**config.mk**
```make
export PLATFORM = sky130hd
export DESIGN_NAME = dmem_ctrl_flat
export DESIGN_NICKNAME = d
export VERILOG_FILES = /design/src/rtl/dmem_ctrl_if.sv /design/src/rtl/dmem_ctrl.sv /design/src/flat_wrapper.sv
export SDC_FILE = /design/constraint.sdc
export NUM_CORES = 2
export LEC_CHECK = 0
export ABC_AREA = 1
export CORE_MARGIN = 10
export CORE_UTILIZATION = 40
export DETAILED_ROUTE_END_ITERATION = 6
export GPL_TIMING_DRIVEN = 1
export MAX_ROUTING_LAYER = met4
export PLACE_DENSITY_LB_ADDON = 0.3
export SETUP_SLACK_MARGIN = 0.3
export SYNTH_ARGS = -nofsm -noshare
export SYNTH_HDL_FRONTEND = slang
export SYNTH_SLANG_ARGS = --single-unit
```
**constraint.sdc**
```tcl
create_clock -name clk_i -period 4.37 [get_ports clk_i]
set_input_delay 0.6555 -clock clk_i [delete_from_list [all_inputs] [get_ports clk_i]]
set_output_delay 0.6555 -clock clk_i [all_outputs]
set_load 0.01 [all_outputs]
```
**src/rtl/dmem_ctrl_if.sv**
```systemverilog
// Data-memory request/response bundle between the datapath and dmem_ctrl.
// DMEM_PERF_CNT_EN adds the load/store performance counter outputs.
interface dmem_ctrl_if;
    logic        mem_read_i;
    logic        mem_write_i;
    logic [31:0] addr_i32;
    logic [31:0] write_data_i32;
    logic [31:0] read_data_o32;
    logic        stall_o;
    logic        misalign_o;
    logic        busy_o;
`ifdef DMEM_PERF_CNT_EN
    logic [31:0] rd_count_o32;
    logic [31:0] wr_count_o32;
`endif

    modport master (
        output mem_read_i, mem_write_i, addr_i32, write_data_i32,
`ifdef DMEM_PERF_CNT_EN
        input  rd_count_o32, wr_count_o32,
`endif
        input  read_data_o32, stall_o, misalign_o, busy_o
    );

    modport slave (
        input  mem_read_i, mem_write_i, addr_i32, write_data_i32,
`ifdef DMEM_PERF_CNT_EN
        output rd_count_o32, wr_count_o32,
`endif
        output read_data_o32, stall_o, misalign_o, busy_o
    );
endinterface

```
**src/rtl/dmem_ctrl.sv**
```systemverilog
// Fixed-latency data memory with stall, misalignment suppression and wrap.
// DMEM_PERF_CNT_EN enables the completed-load/store counters.
module dmem_ctrl #(
    parameter int DEPTH_WORDS = 64,
    parameter int WAIT_STATES = 2
) (
    input  logic         clk_i,
    input  logic         reset_i,
    dmem_ctrl_if.slave   bus
);
    localparam int AW = $clog2(DEPTH_WORDS);
    localparam bit NO_WAIT = (WAIT_STATES == 0);
    localparam logic [3:0] CNT_INIT =
        NO_WAIT ? 4'd0 : 4'(WAIT_STATES - 1);

    typedef enum logic {IDLE, WAIT} state_t;

    state_t         state;
    logic [3:0]     cnt;
    logic [AW-1:0]  lat_idx;
    logic [31:0]    lat_data;
    logic           lat_wr;

    logic [31:0]    mem [DEPTH_WORDS];

    logic           req;
    logic           mis;
    logic           act;
    logic           done;
    logic           stall;
    logic           wr;
    logic [AW-1:0]  idx;
    logic [31:0]    wdat;

    assign req = bus.mem_read_i | bus.mem_write_i;
    assign mis = req & (bus.addr_i32[1:0] != 2'b00);
    assign act = req & ~mis & ~reset_i;

    // In WAIT the latched request owns the RAM; live inputs are ignored.
    always_comb begin
        idx   = bus.addr_i32[AW+1:2];
        wdat  = bus.write_data_i32;
        wr    = bus.mem_write_i;
        done  = 1'b0;
        stall = 1'b0;
        if (state == IDLE) begin
            done  = act & NO_WAIT;
            stall = act & ~NO_WAIT;
        end else begin
            idx   = lat_idx;
            wdat  = lat_data;
            wr    = lat_wr;
            done  = (cnt == 4'd0) & ~reset_i;
            stall = (cnt != 4'd0) & ~reset_i;
        end
    end

    assign bus.stall_o       = stall;
    assign bus.misalign_o    = mis & ~reset_i;
    assign bus.busy_o        = (state == WAIT);
    assign bus.read_data_o32 = done ? mem[idx] : 32'd0;

    always_ff @(posedge clk_i) begin
        if (done && wr)
            mem[idx] <= wdat;
    end

    always_ff @(posedge clk_i or posedge reset_i) begin
        if (reset_i) begin
            state    <= IDLE;
            cnt      <= 4'd0;
            lat_idx  <= '0;
            lat_data <= 32'd0;
            lat_wr   <= 1'b0;
        end else begin
            unique case (state)
                IDLE: begin
                    if (act && !NO_WAIT) begin
                        lat_idx  <= bus.addr_i32[AW+1:2];
                        lat_data <= bus.write_data_i32;
                        lat_wr   <= bus.mem_write_i;
                        cnt      <= CNT_INIT;
                        state    <= WAIT;
                    end
                end
                WAIT: begin
                    if (cnt == 4'd0)
                        state <= IDLE;
                    else
                        cnt <= cnt - 4'd1;
                end
                default: state <= IDLE;
            endcase
        end
    end

`ifdef DMEM_PERF_CNT_EN
    logic [31:0] rd_cnt;
    logic [31:0] wr_cnt;

    always_ff @(posedge clk_i or posedge reset_i) begin
        if (reset_i) begin
            rd_cnt <= 32'd0;
            wr_cnt <= 32'd0;
        end else if (done) begin
            if (wr)
                wr_cnt <= wr_cnt + 32'd1;
            else
                rd_cnt <= rd_cnt + 32'd1;
        end
    end

    assign bus.rd_count_o32 = rd_cnt;
    assign bus.wr_count_o32 = wr_cnt;
`endif
endmodule

```
**src/flat_wrapper.sv**
```systemverilog
// flat-port wrapper written by rule: the top's interface ports become plain ports
module dmem_ctrl_flat 
#(
    parameter int DEPTH_WORDS = 64,
    parameter int WAIT_STATES = 2
)
  (clk_i, reset_i, bus_mem_read_i, bus_mem_write_i, bus_addr_i32, bus_write_data_i32, bus_read_data_o32, bus_stall_o, bus_misalign_o, bus_busy_o);
  dmem_ctrl_if bus_i ();
  input  logic clk_i;
  input  logic reset_i;
  input wire logic [$bits(bus_i.mem_read_i)-1:0] bus_mem_read_i;
  input wire logic [$bits(bus_i.mem_write_i)-1:0] bus_mem_write_i;
  input wire logic [$bits(bus_i.addr_i32)-1:0] bus_addr_i32;
  input wire logic [$bits(bus_i.write_data_i32)-1:0] bus_write_data_i32;
  output wire logic [$bits(bus_i.read_data_o32)-1:0] bus_read_data_o32;
  output wire logic [$bits(bus_i.stall_o)-1:0] bus_stall_o;
  output wire logic [$bits(bus_i.misalign_o)-1:0] bus_misalign_o;
  output wire logic [$bits(bus_i.busy_o)-1:0] bus_busy_o;
  assign bus_i.mem_read_i = bus_mem_read_i;
  assign bus_i.mem_write_i = bus_mem_write_i;
  assign bus_i.addr_i32 = bus_addr_i32;
  assign bus_i.write_data_i32 = bus_write_data_i32;
  assign bus_read_data_o32 = bus_i.read_data_o32;
  assign bus_stall_o = bus_i.stall_o;
  assign bus_misalign_o = bus_i.misalign_o;
  assign bus_busy_o = bus_i.busy_o;
  dmem_ctrl #(.DEPTH_WORDS(DEPTH_WORDS), .WAIT_STATES(WAIT_STATES)) u_core (.clk_i(clk_i), .reset_i(reset_i), .bus(bus_i));
endmodule
```
==> qor.yml <==
outcome: "finished clean"
grt_pass1_wl_um: 388000
die_w_um: 493
ys_warn_count: 0
drt_iter0_markers: 6903
synth_nets: 8881
synthToLayoutAreaGrowth_pct: 22.3
clockRootBuffer: "clkbuf_16"
drive_above_1_share_pct: 14.6
crit_arrival_ps: 3580
p_leak_nw: 45.5
gr-total-overflow: 0
final_common_cell: "nand2_1"
portBuffers: 78
clk_pin_slew_ps: 60
hold_buffers: 0
core_area_mm2: 0.222
insertion_delay_ps: 850
nets: 9421
grt_use_total_pct: 21.7
num_io_pins: 103
antenna_found_initial: 6
start_util_pct: 40.2
postLayoutSetupSlackWorst_ps: 131
yosys-top-cells-area: "edfxtp_1 69%, nand2_1 15%, inv_1 4.4%, nor2_1 3.4%, o21ai_0 2.7%"
layout_common_cells: "3374 x nand2_1, 2048 x edfxtp_1, 1033 x inv_1"
synth-edff-count: 2048
syn_inst: 8811
synthFlopType: "edfxtp_1"
cts_tree: "done"
design_area_mm2: 0.109
detail_route.first_pass.iterations: 5
worstMarginPinSlew_ps: 1250
cts_buffer_depth: 3
rows: 173
slew_headroom_pct: 16.4
finalCritPeriodShare_pct: 97.0
p_per_area_mw_per_mm2: 597
required_ps: 3710
path_class: "flop to primary output"
ant_nets: 0
max_freq_mhz: 236
async_flop_share_pct: 2.10
vias_per_cell: 5.06
final-setup-viol-count: 0
yosysSeqAreaShare_pct: 70.1
die_area_mm2: 0.243
synth_top_area_cell: "edfxtp_1"
synth_area_mm2: 0.0893
start_kind: "flop"
avgSynthCellArea_um2: 10.1
hold_path_class: "input port to asynchronous set/reset pin"
numClockSinks: 2092
hpwl_um: 149000
placed_area_mm2: 0.0984
rsz0062_at_grt: "yes"
period_needed_ps: 4240
ctsHtreeMaxLevel: 4
setup_tns_ps: 0
synth_cell_types: 30
slew_violations: 0
synth-seq-cells: 2092
critical_path_peak_fanout: 13
grt_max_degree: 78
dp_slack_ps: -402
finalWirelength_um: 267000
finalPower_w: 0.0652
hold_violations: 0
grt_pass1_vias: 60093
cp-end-kind: "primary output"
drc: 0
instances_no_fill: 12506
detail_route.wl_per_cell_um: 21.3
synth_top_cell_area_share_pct: 68.8
ir_drop_mv: 0.507
die_height_um: 493
drv_cap: 0
vias: 63271
cts_buffers: 208
skew_ps: 35.5
dp_cells: 11948
place_congestion: 0.876
==> registers in the layout (all words and copies together), names as in the netlist <==
signal             count
u_core.bus.busy_o      1
u_core.cnt             4
u_core.lat_data       32
u_core.lat_idx         6
u_core.lat_wr          1
u_core.mem          2048
==> what timing repair did <==
| action | 4_1_cts | 5_1_grt |
|---|---|---|
| pin swaps | 65 | 99 |
| gates cloned | 37 | 13 |
| setup endpoints to repair | 32 | 32 |
| resized for setup | 516 | 225 |
| setup buffers | 78 | 40 |
==> Yosys cell counts (3+ instances only) <==
library cell and n:
o22ai_1 43, buf_2 131, o21ai_1 184, nor2_1 799
clkbuf_1 222, edfxtp_1 2048, nor2_2 4, a21oi_1 53
buf_4 7, nand2_1 3566, dfrtp_1 44, nor3_1 10
o21ai_0 488, o21ai_2 3, inv_2 8, buf_1 59
nor3_2 5, nand4_1 10, nand3b_1 19, inv_1 1044
nand2_2 4, nand3_1 49
==> path summary, 6_finish.rpt <==
| check | startpoint | to | slack, ps | cells after the start |
|---|---|---|---|---|
| setup / recovery | u_core.bus.busy_o | bus_read_data_o32[13] | 130 | 16 |
| hold / removal | reset_i | u_core.lat_data[8] | 370 | 3 |
| setup reg to reg | u_core.bus.busy_o | u_core.mem[4][2] | 840 | 11 |
| hold reg to reg | u_core.lat_data[13] | u_core.lat_data[13] | 490 | 2 |
| max in group asynchronous | reset_i | u_core.bus.busy_o | 3540 | 3 |
| min in group clk_i | bus_write_data_i32[14] | u_core.lat_data[14] | 440 | 3 |
==> worst max-delay path, stage by stage (launching register included) <==
cell and delay (ps):
dfrtp_4 580, buf_4 180, buf_12 140, o21ai_4 160, buf_12 140, clkinvlp_4 140
nor3_4 250, buf_6 150, buf_12 140, nand2_1 80, nand2_2 110, nor2_1 50
buf_4 150, nand2_1 70, buf_6 160, nor2_4 50, buf_2 140
==> area by class of cell <==
type / instances / area, um2
multi-input cells: 5248 / 23200
inverters: 1052 / 3970
clock buffers: 267 / 5550
diodes: 3 / 7.51
clock inverters: 120 / 983
fillers: 19612 / 113000
repair buffers: 749 / 9230
well taps: 2975 / 3720
flip-flops and latches: 2092 / 62600
==> power by group <==
part / switching, W / total (W) / internal (W)
clock network: 0.00767 / 0.0173 / 0.00967
logic: 0.0154 / 0.0234 / 0.00803
registers: 0.000136 / 0.0244 / 0.0243
total: 0.0232 / 0.0652 / 0.0420
==> per-layer routing <==
metal | up-vias | wire, um | GRT usage, % | share of wire (%)
li1 | 29415 | - | - | -
met5 | - | 0 | - | 0
met3 | 490 | 19400 | 2.50 | 7.3
met4 | 0 | 11900 | 9.39 | 4.5
met1 | 30850 | 109000 | 28.1 | 41
met2 | 2516 | 127000 | 34.6 | 48
==> logic make-up after synthesis <==
kind of cell	Yosys count	synth area share (%)
AND/OR/NAND/NOR	4468	19.0
flip-flops	2092	70.1
buffers and inverters	1473	6.42
AO/OA/AOI/OAI	773	4.41
XOR/XNOR	2	0.0196
adder cells (fa/ha/maj)	2	0.0280
multiplexers	1	0.0126
==> metrics by stage <==
stage | utilization, % | hold slack (ps)
6_report | 49.1 | 371
4_1_cts | 48.5 | 355
2_1_floorplan | - | 441
3_3_place_gp | 44.3 | 467
3_5_place_dp | 44.3 | 473
5_1_grt | 49.1 | 403
(Power assumes the default switching activity.)
